`config.mk`:
```
export PLATFORM = sky130hd
export DESIGN_NAME = multicycle_cpu
export DESIGN_NICKNAME = d
export VERILOG_FILES = /design/src/rtl/cpu_pkg.sv /design/src/rtl/cpu_alu.sv /design/src/rtl/multicycle_cpu.sv
export SDC_FILE = /design/constraint.sdc
export NUM_CORES = 1
export LEC_CHECK = 0
export ABC_AREA = 1
export CORE_MARGIN = 5
export CORE_UTILIZATION = 56
export DETAILED_ROUTE_END_ITERATION = 12
export GPL_ROUTABILITY_DRIVEN = 0
export PLACE_DENSITY = 0.76
export SLEW_MARGIN = 20
export SYNTH_ARGS = -nofsm -noshare
export SYNTH_HDL_FRONTEND = slang
export SYNTH_SLANG_ARGS = --single-unit
```
`constraint.sdc`:
```
create_clock -name clk -period 2.86 [get_ports clk]
set_clock_uncertainty 0.2 [all_clocks]
set_input_delay 0.572 -clock clk [delete_from_list [all_inputs] [get_ports clk]]
set_output_delay 0.572 -clock clk [all_outputs]
set_load 0.02 [all_outputs]
```
`src/rtl/cpu_pkg.sv`:
```
// Shared opcodes, FSM state encoding and instruction field offsets for the multi-cycle CPU.
// Field offsets are functions so every user derives them from its own REG_BITS/DATA_WIDTH.
package cpu_pkg;

  localparam logic [3:0] OP_ADD  = 4'h0;
  localparam logic [3:0] OP_SUB  = 4'h1;
  localparam logic [3:0] OP_AND  = 4'h2;
  localparam logic [3:0] OP_OR   = 4'h3;
  localparam logic [3:0] OP_XOR  = 4'h4;
  localparam logic [3:0] OP_SHL  = 4'h5;
  localparam logic [3:0] OP_SHR  = 4'h6;
  localparam logic [3:0] OP_ADDI = 4'h7;
  localparam logic [3:0] OP_LD   = 4'h8;
  localparam logic [3:0] OP_ST   = 4'h9;
  localparam logic [3:0] OP_MOVI = 4'hA;
  localparam logic [3:0] OP_HALT = 4'hF;

  typedef enum logic [2:0] {
    FETCH  = 3'd0,
    DECODE = 3'd1,
    EXEC   = 3'd2,
    MEM    = 3'd3,
    WB     = 3'd4,
    HALT   = 3'd5
  } state_t;

  // Instruction layout, MSB first: {opcode[4], rd, rs1, rs2, imm[data_width]}
  function automatic int opc_lsb(input int reg_bits, input int data_width);
    return 3 * reg_bits + data_width;
  endfunction

  function automatic int rd_lsb(input int reg_bits, input int data_width);
    return 2 * reg_bits + data_width;
  endfunction

  function automatic int rs1_lsb(input int reg_bits, input int data_width);
    return reg_bits + data_width;
  endfunction

  function automatic int rs2_lsb(input int reg_bits, input int data_width);
    return (reg_bits * 0) + data_width;
  endfunction

endpackage

```
`src/rtl/cpu_alu.sv`:
```
// Combinational ALU: returns {carry, result}; carry is the extra sum bit, i.e. borrow for SUB.
module cpu_alu
  import cpu_pkg::*;
#(
  parameter int DATA_WIDTH = 8
) (
  input  logic [3:0]            op,
  input  logic [DATA_WIDTH-1:0] a,
  input  logic [DATA_WIDTH-1:0] b,
  input  logic [DATA_WIDTH-1:0] imm,
  output logic [DATA_WIDTH:0]   res
);

  logic [2:0] sh;
  assign sh = imm[2:0];

  always_comb begin
    res = '0;
    case (op)
      OP_ADD:  res = {1'b0, a} + {1'b0, b};
      OP_SUB:  res = {1'b0, a} - {1'b0, b};
      OP_AND:  res = {1'b0, a & b};
      OP_OR:   res = {1'b0, a | b};
      OP_XOR:  res = {1'b0, a ^ b};
      OP_SHL:  res = {1'b0, a << sh};
      OP_SHR:  res = {1'b0, a >> sh};
      OP_ADDI: res = {1'b0, a} + {1'b0, imm};
      OP_MOVI: res = {1'b0, imm};
      default: res = '0;
    endcase
  end

endmodule

```
`src/rtl/multicycle_cpu.sv`:
```
// Multi-cycle CPU: one instruction in flight, FETCH/DECODE/EXEC/MEM/WB sequencing over
// an internal register file and data memory, with retire/flag reporting and a debug view.
module multicycle_cpu
  import cpu_pkg::*;
#(
  parameter int DATA_WIDTH = 8,
  parameter int ADDR_BITS  = 5,
  parameter int REG_BITS   = 2
) (
  input  logic                                 clk,
  input  logic                                 rst,
  input  logic [4+3*REG_BITS+DATA_WIDTH-1:0]   instr,
  input  logic                                 instr_valid,
  output logic                                 instr_ready,
  input  logic [REG_BITS-1:0]                  dbg_sel,
  output logic [DATA_WIDTH-1:0]                dbg_data,
  output logic                                 retire,
  output logic [DATA_WIDTH-1:0]                result,
  output logic                                 zero,
  output logic                                 carry,
  output logic                                 halted,
  output state_t                               dbg_state
);

  localparam int INSTR_WIDTH = 4 + 3 * REG_BITS + DATA_WIDTH;
  localparam int OPC_LSB     = opc_lsb(REG_BITS, DATA_WIDTH);
  localparam int RD_LSB      = rd_lsb(REG_BITS, DATA_WIDTH);
  localparam int RS1_LSB     = rs1_lsb(REG_BITS, DATA_WIDTH);
  localparam int RS2_LSB     = rs2_lsb(REG_BITS, DATA_WIDTH);

  state_t state, state_nx;

  logic [INSTR_WIDTH-1:0] instr_q;
  logic [DATA_WIDTH-1:0]  op_a, op_b, result_q;
  logic [DATA_WIDTH-1:0]  regs [2**REG_BITS];
  logic [DATA_WIDTH-1:0]  mem  [2**ADDR_BITS];
  logic                   zero_q, carry_q, run_q, halt_seen;

  logic [3:0]            op;
  logic [REG_BITS-1:0]   rd, rs1, rs2;
  logic [DATA_WIDTH-1:0] imm, addr_sum;
  logic [ADDR_BITS-1:0]  mem_addr;
  logic [DATA_WIDTH:0]   alu_res;
  logic                  wr_en;

  assign op       = instr_q[OPC_LSB +: 4];
  assign rd       = instr_q[RD_LSB +: REG_BITS];
  assign rs1      = instr_q[RS1_LSB +: REG_BITS];
  assign rs2      = instr_q[RS2_LSB +: REG_BITS];
  assign imm      = instr_q[DATA_WIDTH-1:0];
  assign addr_sum = op_a + imm;
  assign mem_addr = ADDR_BITS'(addr_sum);
  assign wr_en    = (op <= OP_ADDI) || (op == OP_LD) || (op == OP_MOVI);

  cpu_alu #(.DATA_WIDTH(DATA_WIDTH)) u_alu (
    .op  (op),
    .a   (op_a),
    .b   (op_b),
    .imm (imm),
    .res (alu_res)
  );

  always_ff @(posedge clk or posedge rst) begin
    if (rst) state <= FETCH;
    else     state <= state_nx;
  end

  always_comb begin
    state_nx = state;
    case (state)
      FETCH:   if (instr_valid && instr_ready) state_nx = DECODE;
      DECODE:  state_nx = (op == OP_HALT) ? HALT : EXEC;
      EXEC:    state_nx = ((op == OP_LD) || (op == OP_ST)) ? MEM : WB;
      MEM:     state_nx = WB;
      WB:      state_nx = FETCH;
      HALT:    state_nx = HALT;
      default: state_nx = FETCH;
    endcase
  end

  // Handshake: a word transfers on a rising edge where instr_valid && instr_ready are both
  // high; ready is only offered in FETCH, so the source holds instr until that edge.
  always_comb begin
    instr_ready = (state == FETCH) && run_q;
    retire      = (state == WB) || ((state == HALT) && !halt_seen);
    halted      = (state == HALT);
  end

  always_ff @(posedge clk or posedge rst) begin
    if (rst) begin
      instr_q   <= '0;
      op_a      <= '0;
      op_b      <= '0;
      result_q  <= '0;
      zero_q    <= 1'b0;
      carry_q   <= 1'b0;
      run_q     <= 1'b0;
      halt_seen <= 1'b0;
      for (int i = 0; i < 2**REG_BITS; i++) regs[i] <= '0;
    end else begin
      run_q <= 1'b1;
      case (state)
        FETCH:  if (instr_valid && instr_ready) instr_q <= instr;
        DECODE: begin
          op_a <= regs[rs1];
          op_b <= regs[rs2];
        end
        EXEC: begin
          if (op <= OP_ADDI) zero_q <= (alu_res[DATA_WIDTH-1:0] == '0);
          if ((op == OP_ADD) || (op == OP_SUB) || (op == OP_ADDI)) carry_q <= alu_res[DATA_WIDTH];
          if ((op <= OP_ADDI) || (op == OP_MOVI)) result_q <= alu_res[DATA_WIDTH-1:0];
        end
        MEM:    result_q <= (op == OP_LD) ? mem[mem_addr] : op_b;
        WB:     if (wr_en) regs[rd] <= result_q;
        HALT:   halt_seen <= 1'b1;
        default: ;
      endcase
    end
  end

  // Data memory is deliberately not reset; a store lands on its MEM edge.
  always_ff @(posedge clk) begin
    if ((state == MEM) && (op == OP_ST)) mem[mem_addr] <= op_b;
  end

  assign dbg_data  = regs[dbg_sel];
  assign result    = result_q;
  assign zero      = zero_q;
  assign carry     = carry_q;
  assign dbg_state = state;

endmodule

```
======== Word-level counts from Yosys, hierarchy flattened ========
Memories as Yosys holds them, arrays and structs flattened.
Cells that the tools add are included.
operators by class
  shift-type cells ........................ 2
  $add $sub $neg .......................... 4
  equality and inequality tests ........... 18
  reduce and logical (&&, ||, !) cells .... 22
  muxes and demuxes ....................... 22
  bitwise logic cells ..................... 7
  $lt $le $gt $ge ......................... 6
operator list
  cell                count
  $pmux 9 s9          1
  $mux 8              9
  $bmux 8 s2          3
  $bwmux 32           1
  $add 8x8->9         2
  $demux 8 s2         1
  $eq 4x3->1 const B  4
  $eq 4x4->1 const B  4
  $pmux 8 s2          1
  $pmux 3 s5          1
  $ge 3x3->1 const B  4
  $not 2->3           4
  $reduce_and 2->1    5
  $mux 3              3
  $sub 8x8->9         1
  $and 8x8->8         1
  $eq 4x2->1 const B  2
  $logic_not 8->1     1
  $or 8x8->8          1
  $shl 8x3->8         1
  $shr 8x3->8         1
  $xor 8x8->8         1
  $logic_or 1x1->1    7
  $eq 3x2->1 const B  2
  14 further kinds    20
word-level totals
  word-level logic and storage cells ...... 95
  input bits .............................. 23
  RAM bits ................................ 256
  register bits after elaboration ......... 81
  memories ................................ 1
  output and inout bits ................... 24
memories
  memory  words  width  rd ports  clocked after Yosys merged registers in  write ports  RTL line              source
  mem     32     8      1         0                                        1            multicycle_cpu.sv:36  logic [DATA_WIDTH-1:0] mem [2**ADDR_BITS];

======== Logic depth before layout (Yosys ltp) ========
Gate-level depths: netlist of run 1.
  word-level depth ........................ 6
  gate-level depth with buffers ........... 20
  depth with buffers taken out ............ 20

======== Cells and area by module ========
Synthesis of run 1 repeated with hierarchy kept, for this count alone.
unflattened totals
  cells, all modules ...................... 1854
  area total of the unflattened synthesis .. 16628.4 sq um
by module, submodules not included
  module          area each (sq um)  cells an instance  sequential area each (sq um)  instances
  multicycle_cpu  14771.7            1485               9714.3                        1
  cpu_alu         1856.8             369                0.0                           1

======== Worst setup path before layout of run 1 ========
No wires, ideal clock.
  kind .................................... register to register
  from .................................... reg op_b[0]
  to ...................................... reg result_q[7], in the netlist result[7]
  clock period less this slack ............ 3.048 ns
  path slack .............................. -0.188 ns
  buffers on the path ..................... 0
  data required time ...................... 2.541 ns
  setup time .............................. 0.119 ns
  arrival time ............................ 2.729 ns
  stages on the path, launching flop included .. 20
  cells stage by stage .................... dfrtp_1 inv_1 ha_1 nand3_1 nor2_1 inv_1 o21ai_0 nand3_1 o221ai_1 ha_1 nand2_1 inv_1 a21oi_1 nand3_1 nand2_1 nor2_1 nor2_1 nor2_1 a21oi_1 nand2_1
between the ends
  longest elaborated chain between the ends .. 4
  elaborated cells on any way between the ends .. 5
  those cells by class .................... add/sub: 2; mux: 3
ends and longest elaborated chain
  item                                               RTL line                      source
  from (decl)                                        multicycle_cpu.sv:34          logic [DATA_WIDTH-1:0] op_a, op_b, result_q;
  from (signal assigned)                             multicycle_cpu.sv:106         op_b <= regs[rs2];
  $sub 8x8->9 / $add 8x8->9 (equally long branches)  cpu_alu.sv:21, cpu_alu.sv:20
  $pmux 9 s9 (*)                                     cpu_alu.sv:19                 case (op)
  $mux 8 (*)                                         multicycle_cpu.sv:111         if ((op <= OP_ADDI) || (op == OP_MOVI)) result_q <= alu_res[DATA_WIDTH-1:0];
  $pmux 8 s2 (*)                                     multicycle_cpu.sv:102         case (state)
  to (signal assigned)                               multicycle_cpu.sv:111
  to (signal assigned)                               multicycle_cpu.sv:113         MEM: result_q <= (op == OP_LD) ? mem[mem_addr] : op_b;
  to (decl)                                          multicycle_cpu.sv:34
Mark *: on every way between the ends. The rest lies on a longest branch, timed or not. The select of a mux whose other input is x is not followed.
A chain may end at the register's enable or synchronous reset.

======== Worst setup path in the final report of run 1 ========
  from .................................... reg op_b[2]
  to ...................................... reg zero_q, in the netlist zero
between the ends
  longest elaborated chain between the ends .. 3
  elaborated cells on any way between the ends .. 7
  those cells by class .................... add/sub: 2; mux: 1; bitwise: 3; reduce/logical: 1
ends and longest elaborated chain
  item                                 RTL line               source
  $sub 8x8->9 (tied with other cells)  cpu_alu.sv:21          OP_SUB: res = {1'b0, a} - {1'b0, b};
  $pmux 9 s9 (*)                       cpu_alu.sv:19
  $logic_not 8->1 (*)                  multicycle_cpu.sv:109  if (op <= OP_ADDI) zero_q <= (alu_res[DATA_WIDTH-1:0] == '0);
  to (signal assigned)                 multicycle_cpu.sv:109
  to (decl)                            multicycle_cpu.sv:37   logic zero_q, carry_q, run_q, halt_seen;
Mark *: on every way between the ends. The rest lies on a longest branch, timed or not.

==> qor.txt, run 1 <==
status -> finished, final reports clean
CP max-delay cell -> dfrtp_2
vias in the first global route -> 13210
P per Cell Area -> 1233 nW/um^2
Syn. warnings -> 0
crit-path cells -> clkinvlp_4 > nand3_4 > nor2_4 > inv_2 > o21ai_2 > nand3_2 > a31oi_4 > ha_4 > nand2_2 > inv_1 > a21oi_2 > nand3_1 > nand2_1 > nor2_1 > nor2_1 > nand2_1 > nor2_1 > nand3_1 > nand2_1
H-tree levels -> 2
cell count after synthesis -> 1826
vias -> 13550
Largest stage delay, worst path -> 0.42 ns
die footprint -> 32850 um^2
Post-CTS Hold Buffers -> 0
cell at the root of the clock tree -> clkbuf_16
drt total wl -> 43350 um
DRT antenna net count -> 0
final worst slack -> 0.03039 ns
CTS clk-pin slew, worst paths -> 0.06 ns
pin count of the biggest net entering global routing -> 39
Syn Std Cell Area -> 16420 um^2
Crit path buffers/inverters -> 3
Area after DPL -> 18320 um^2
clock buffer depth -> 3
Fin. Hold Viols -> 0
Boundary Pins -> 47
Hold WC Path Type -> input port to asynchronous set/reset pin
Pleak -> 0.008461 uW
WL/cell -> 18.08 um
setup TNS -> 0 ns
CP max FO -> 6
switching pwr -> 11320 uW
sequential power share -> 27.6%
CTS Sinks -> 337
Seq/Total Area, Yosys -> 59.15%
Worst-Margin Slew -> 0.6163 ns
Min Clock Period, post-route -> 2.830 ns
syn nets -> 1882
DP Wirelength -> 29400 um
1st-iter DRT viols -> 1351
number of buffers created by CTS -> 35
initial antenna violation count -> 0
Chip Width -> 181.2 um
Cell variety after synth -> 42
vias per std cell -> 5.650
core area -> 28860 um^2
Logic pwr share -> 55.3%
die height -> 181.2 um
Remaining DRCs -> 0
internal cell power -> 13130 uW
delay-heaviest family, CP -> simple AND/OR/NAND/NOR gates
ANT cells -> 0
CP required -> 3.12 ns
# port buffers -> 46
area added between synthesis and finish -> 20.75%
Worst Setup Start Kind -> flop
Total GRT Usage -> 25.72%
Syn Area/Cell -> 8.993 um^2
Max VDD drop -> 0.8440 mV
switching share of power -> 46.30%
final instance area -> 19830 um^2
final setup violation count -> 0
Hold WS -> 0.2322 ns
FF-to-FF Start -> op_b[2]
RSZ-0062 raised after global routing -> true
crit end category -> flop
row count -> 62
TritonRoute pass-1 iters -> 6
global route total overflow -> 0
CTS tree -> yes
final max-slew violation count -> 0
Seq cells post-synth -> 337
first-pass GRT wire length -> 68130 um
fmax -> 353.4 MHz
worst rel slew slack -> 58.78%
worst-skew pair later-pin latency -> 0.52 ns
final clock period utilization by the worst path -> 98.94%
critical path type -> flop to flop
max-cap check violation count -> 0
Pwr Total -> 24450 uW
Initial Utilization -> 56.91%
DP Worst Slack -> -0.1699 ns
CP arrival -> 3.09 ns
CP startpoint -> op_b[2]
nets@finish -> 2045
Clock power frac -> 17.0%
share of cells above drive strength 1 -> 15.34%
==> metrics by stage <==
stage / instances / util [%]
after global placement: 2322 / 63.50
after CTS: 2385 / 67.23
final: 2398 / 68.72
after detailed placement: 2322 / 63.50
after floorplan: 1826 / -
after global routing: 2398 / 68.72
==> Yosys cell counts, drive strengths merged <==
cell | count | area [um^2]
and3 | 1 | 6.260
a22oi | 26 | 195.2
nand3b | 3 | 22.52
a21oi | 86 | 430.4
ha | 31 | 387.9
o31ai | 2 | 15.01
fa | 2 | 40.04
clkinv | 9 | 33.78
a211oi | 1 | 7.510
inv | 106 | 397.9
xnor2 | 1 | 8.760
nor3 | 7 | 85.08
edfxtp | 256 | 7687
buf | 31 | 176.4
clkbuf | 37 | 138.9
nor2 | 116 | 476.7
a31oi | 3 | 18.77
o21a | 1 | 7.510
and2 | 1 | 6.260
xor2 | 2 | 25.03
nand3 | 79 | 395.4
nand2 | 800 | 3005
o21ai | 116 | 614.3
o221ai | 6 | 52.55
conb | 1 | 3.750
or2 | 2 | 12.51
o21bai | 1 | 7.510
o2111ai | 1 | 26.28
nand4 | 14 | 87.58
o211ai | 3 | 22.52
dfrtp | 81 | 2027
==> final timing paths <==
| path | endpoint | slack, ns | cells past startpoint |
|---|---|---|---|
| hold / removal | regs[14] | 0.23 | 2 |
| min in group clk | halt_seen | 0.28 | 1 |
| setup / recovery | zero | 0.03 | 19 |
| setup reg to reg | zero | 0.03 | 19 |
| max in group asynchronous | regs[1] | 1.59 | 3 |
| hold reg to reg | halt_seen | 0.28 | 1 |
==> cell type report <==
type | count | area [um^2]
multi-input cells | 1306 | 6325
clock inverters | 18 | 121.4
fillers | 2134 | 9027
well taps | 384 | 480.5
repair buffers | 194 | 1824
inverters | 115 | 451.7
flip-flops and latches | 337 | 9718
clock buffers | 44 | 909.6
==> power by group through the flow <==
stage / combinational [uW] / clock (uW) / sequential, uW
after floorplan: 7420 / 0 / 6890
after global placement: 12000 / 0 / 6780
after detailed placement: 12300 / 0 / 6790
after CTS: 12500 / 4220 / 6710
after global routing: 14800 / 4430 / 6800
final: 13500 / 4160 / 6760
==> cells in the final DEF (no fill, tap or decap), drive strengths merged, types with 26 or more instances in the layout <==
| cell | synthesis | routed |
|---|---|---|
| clkdlybuf4s50 | 0 | 37 |
| edfxtp | 256 | 256 |
| inv | 106 | 104 |
| nor2 | 116 | 116 |
| a22oi | 26 | 26 |
| nand3 | 79 | 79 |
| ha | 31 | 31 |
| dfrtp | 81 | 81 |
| buf | 31 | 148 |
| a21oi | 86 | 86 |
| clkbuf | 37 | 44 |
| o21ai | 116 | 116 |
| nand2 | 800 | 800 |
==> kinds of logic after synthesis <==
family	Yosys count	share of synthesized area [%]
AOI/OAI and AO/OA	246	8.511
xor gates and xnor gates	3	0.2058
adders and majority gates	33	2.606
buffers and inverters	183	4.549
DFF	337	59.15
other	1	0.02284
and+or+nand+nor	1023	24.95
==> per-layer routing <==
layer / part of all wire [%] / up-vias / GRT usage (%) / wire length [um]
met1: 39 / 6319 / 32.99 / 16810
met4: 4.9 / 0 / 11.77 / 2113
met2: 49 / 678 / 43.35 / 21080
li1: - / 6388 / - / -
met3: 7.7 / 163 / 3.941 / 3347
met5: 0 / - / 0 / 0
==> sequential cells by signal, summed over array words and instances (netlist names) <==
| signal | cells |
|---|---|
| instr_q | 18 |
| regs | 32 |
| dbg_state | 3 |
| halt_seen | 1 |
| op_b | 8 |
| run_q | 1 |
| mem | 256 |
| zero | 1 |
| result | 8 |
| carry | 1 |
| op_a | 8 |
==> what timing repair did <==
item,in CTS,in global routing
cloned,0,0
setup endpoints to repair,49,120
buffers inserted,1,13
resized for setup,26,84
pin swaps,7,44
Power figures use the tool's default switching activity.
==> inputs of run 2 (changes only) <==
--- a/config.mk
+++ b/config.mk
@@ -6,10 +6,10 @@
 export NUM_CORES = 1
 export LEC_CHECK = 0
 export ABC_AREA = 1
-export CORE_MARGIN = 5
+export ABC_CLOCK_PERIOD_IN_PS = 2860
+export CORE_MARGIN = 3
 export CORE_UTILIZATION = 56
 export DETAILED_ROUTE_END_ITERATION = 12
-export GPL_ROUTABILITY_DRIVEN = 0
 export PLACE_DENSITY = 0.76
 export SLEW_MARGIN = 20
 export SYNTH_ARGS = -nofsm -noshare
==> run 2 against run 1 <==
Compared with the run above:
- clock power rose by 17%
- first-iteration DRC count rose by 22%
- utilization rose by 1.4 points
- flip-flop and latch count did not move
- sequential share of layout area fell by 0.82 points
==> qor.txt, run 2 (same netlist as run 1, synthesis figures left out) <==
status -> finished, final reports clean
Boundary Pins -> 47
Post-CTS Hold Buffers -> 0
Register-to-Register Path Depth -> 19
max FFs per register -> 256
die height -> 177.2 um
commonest non-fill, non-tap cell in the layout -> nand2_1
final setup violation count -> 0
vias in the first global route -> 12890
vias per std cell -> 5.646
switching pwr -> 11520 uW
Post-Place Cells -> 2316
Hold WS -> 0.2804 ns
Initial Utilization -> 57.06%
Worst-Margin Slew -> 0.6387 ns
fmax -> 350.5 MHz
area added between synthesis and finish -> 22.82%
CTS clk-pin slew, worst paths -> 0.06 ns
Biggest register -> mem
TritonRoute pass-1 iters -> 6
final clock period utilization by the worst path -> 99.77%
CP required -> 3.10 ns
Most Frequent Cell on Critical Path -> nand2_1
crit end category -> flop
clock buffer depth -> 3
critical path type -> flop to flop
CP arrival -> 3.10 ns
final max-slew violation count -> 0
commonest non-fill, non-tap cells in the layout -> 782 x nand2_1, 256 x edfxtp_1, 132 x buf_4
initial antenna violation count -> 0
global route total overflow -> 0
number of buffers created by CTS -> 36
final instance area -> 20170 um^2
first-pass GRT wire length -> 68300 um
# port buffers -> 46
FF-to-FF Start -> op_b[1]
Min Clock Period, post-route -> 2.853 ns
fillcell total -> 2116
worst rel slew slack -> 57.28%
ANT cells -> 0
Hold WC Path Type -> input port to asynchronous set/reset pin
drt total wl -> 44950 um
CP max-delay cell -> dfrtp_2
DRT antenna net count -> 0
Area after DPL -> 18250 um^2
cell at the root of the clock tree -> clkbuf_16
sequential power share -> 27.0%
crit-path cells -> inv_4 > ha_4 > nand3_4 > nor2_4 > inv_2 > nand3_2 > o221ai_2 > ha_1 > nand2_1 > buf_4 > nor2_4 > nand2_2 > a21oi_2 > nor2_1 > nor2_2 > nand2_1 > nor2_1 > nand3_1 > nand2_1
Max VDD drop -> 0.8300 mV
CTS tree -> yes
vias -> 13610
R2R Setup Slk -> 0.007 ns
row count -> 62
Sequential cell area -> 9718 um^2
nets@finish -> 2056
share of cells above drive strength 1 -> 16.72%
Crit path buffers/inverters -> 3
Chip Width -> 177.2 um
DP Wirelength -> 29940 um
die footprint -> 31420 um^2
routability-driven placement congestion ratio -> 0.9593
top flop regs -> mem (256), regs (32), instr_q (18)
Remaining DRCs -> 0
Total GRT Usage -> 27.95%
Worst Setup Start Kind -> flop
core area -> 28780 um^2
H-tree levels -> 2
Multi-input gate area -> 6386 um^2
internal cell power -> 13810 uW
Pleak -> 0.008623 uW
delay-heaviest family, CP -> simple AND/OR/NAND/NOR gates
Clock power frac -> 19.2%
Largest stage delay, worst path -> 0.43 ns
pin count of the biggest net entering global routing -> 55
P per Cell Area -> 1256 nW/um^2
switching share of power -> 45.49%
worst-skew pair later-pin latency -> 0.52 ns
R2R Path End -> zero
WL/cell -> 18.64 um
RSZ-0062 raised after global routing -> true
Fin. Hold Viols -> 0
CP max FO -> 5
Finished Layout Cells -> 2411
1st-iter DRT viols -> 1643
Logic pwr share -> 53.8%
CTS Sinks -> 337
max-cap check violation count -> 0
run 2: final cells by class:
class	count	share of cell area, %
Inverter	115	2.314
Multi-Input combinational cell	1306	31.66
Sequential cell	337	48.18
Clock inverter	25	1.526
Timing Repair Buffer	204	9.342
Tap cell	384	2.382
Clock buffer	40	4.591
run 2: worst max-delay path by stage:
| stage | cells after the start | startpoint | slack (ns) | endpoint |
|---|---|---|---|---|
| floorplan | 8 | op_a[0] | -0.11 | mem[11][0] |
| global placement | 7 | dbg_sel[0] | -0.20 | dbg_data[5] |
| detailed placement | 7 | dbg_sel[0] | -0.18 | dbg_data[5] |
| CTS | 16 | instr_q[0] | 0.004 | result[2] |
| global route | 19 | op_b[1] | -0.17 | zero |
| finish | 19 | op_b[1] | 0.007 | zero |
run 2: what timing repair did:
action                                  in CTS  in global routing
gates cloned                                 0                  1
endpoints found under the hold margin        0                  0
pin swaps                                    2                 37
resized for setup                           25                100
endpoints found under the setup margin      81                 91
setup buffers                                1                 28
run 2: power by group through the flow:
stage | registers [uW] | clock network [uW] | logic [uW]
2_1_floorplan | 6890 | 0 | 7420
3_3_place_gp | 6860 | 0 | 12000
3_5_place_dp | 6870 | 0 | 12200
4_1_cts | 6790 | 4910 | 12400
5_1_grt | 6880 | 5100 | 14900
6_report | 6840 | 4860 | 13600
run 2: per-layer routing:
| layer | track usage [%] | share of wire, % | up-vias |
|---|---|---|---|
| met5 | 0 | 0 | - |
| met4 | 11.03 | 4.3 | 0 |
| met3 | 4.505 | 7.0 | 139 |
| met2 | 48.17 | 50 | 634 |
| met1 | 35.47 | 39 | 6427 |
| li1 | - | - | 6412 |
run 2: metrics by stage:
stage | setup WS, ns | setup TNS [ns] | total power, uW | utilization [%]
3_5_place_dp | -0.1844 | -3.666 | 19080 | 63.42
6_report | 0.006587 | 0 | 25330 | 70.08
2_1_floorplan | -0.1065 | -14.12 | 14310 | -
4_1_cts | 0.003945 | 0 | 24130 | 67.86
3_3_place_gp | -0.2048 | -1.334 | 18830 | 63.42
5_1_grt | -0.1689 | -0.6403 | 26900 | 70.08
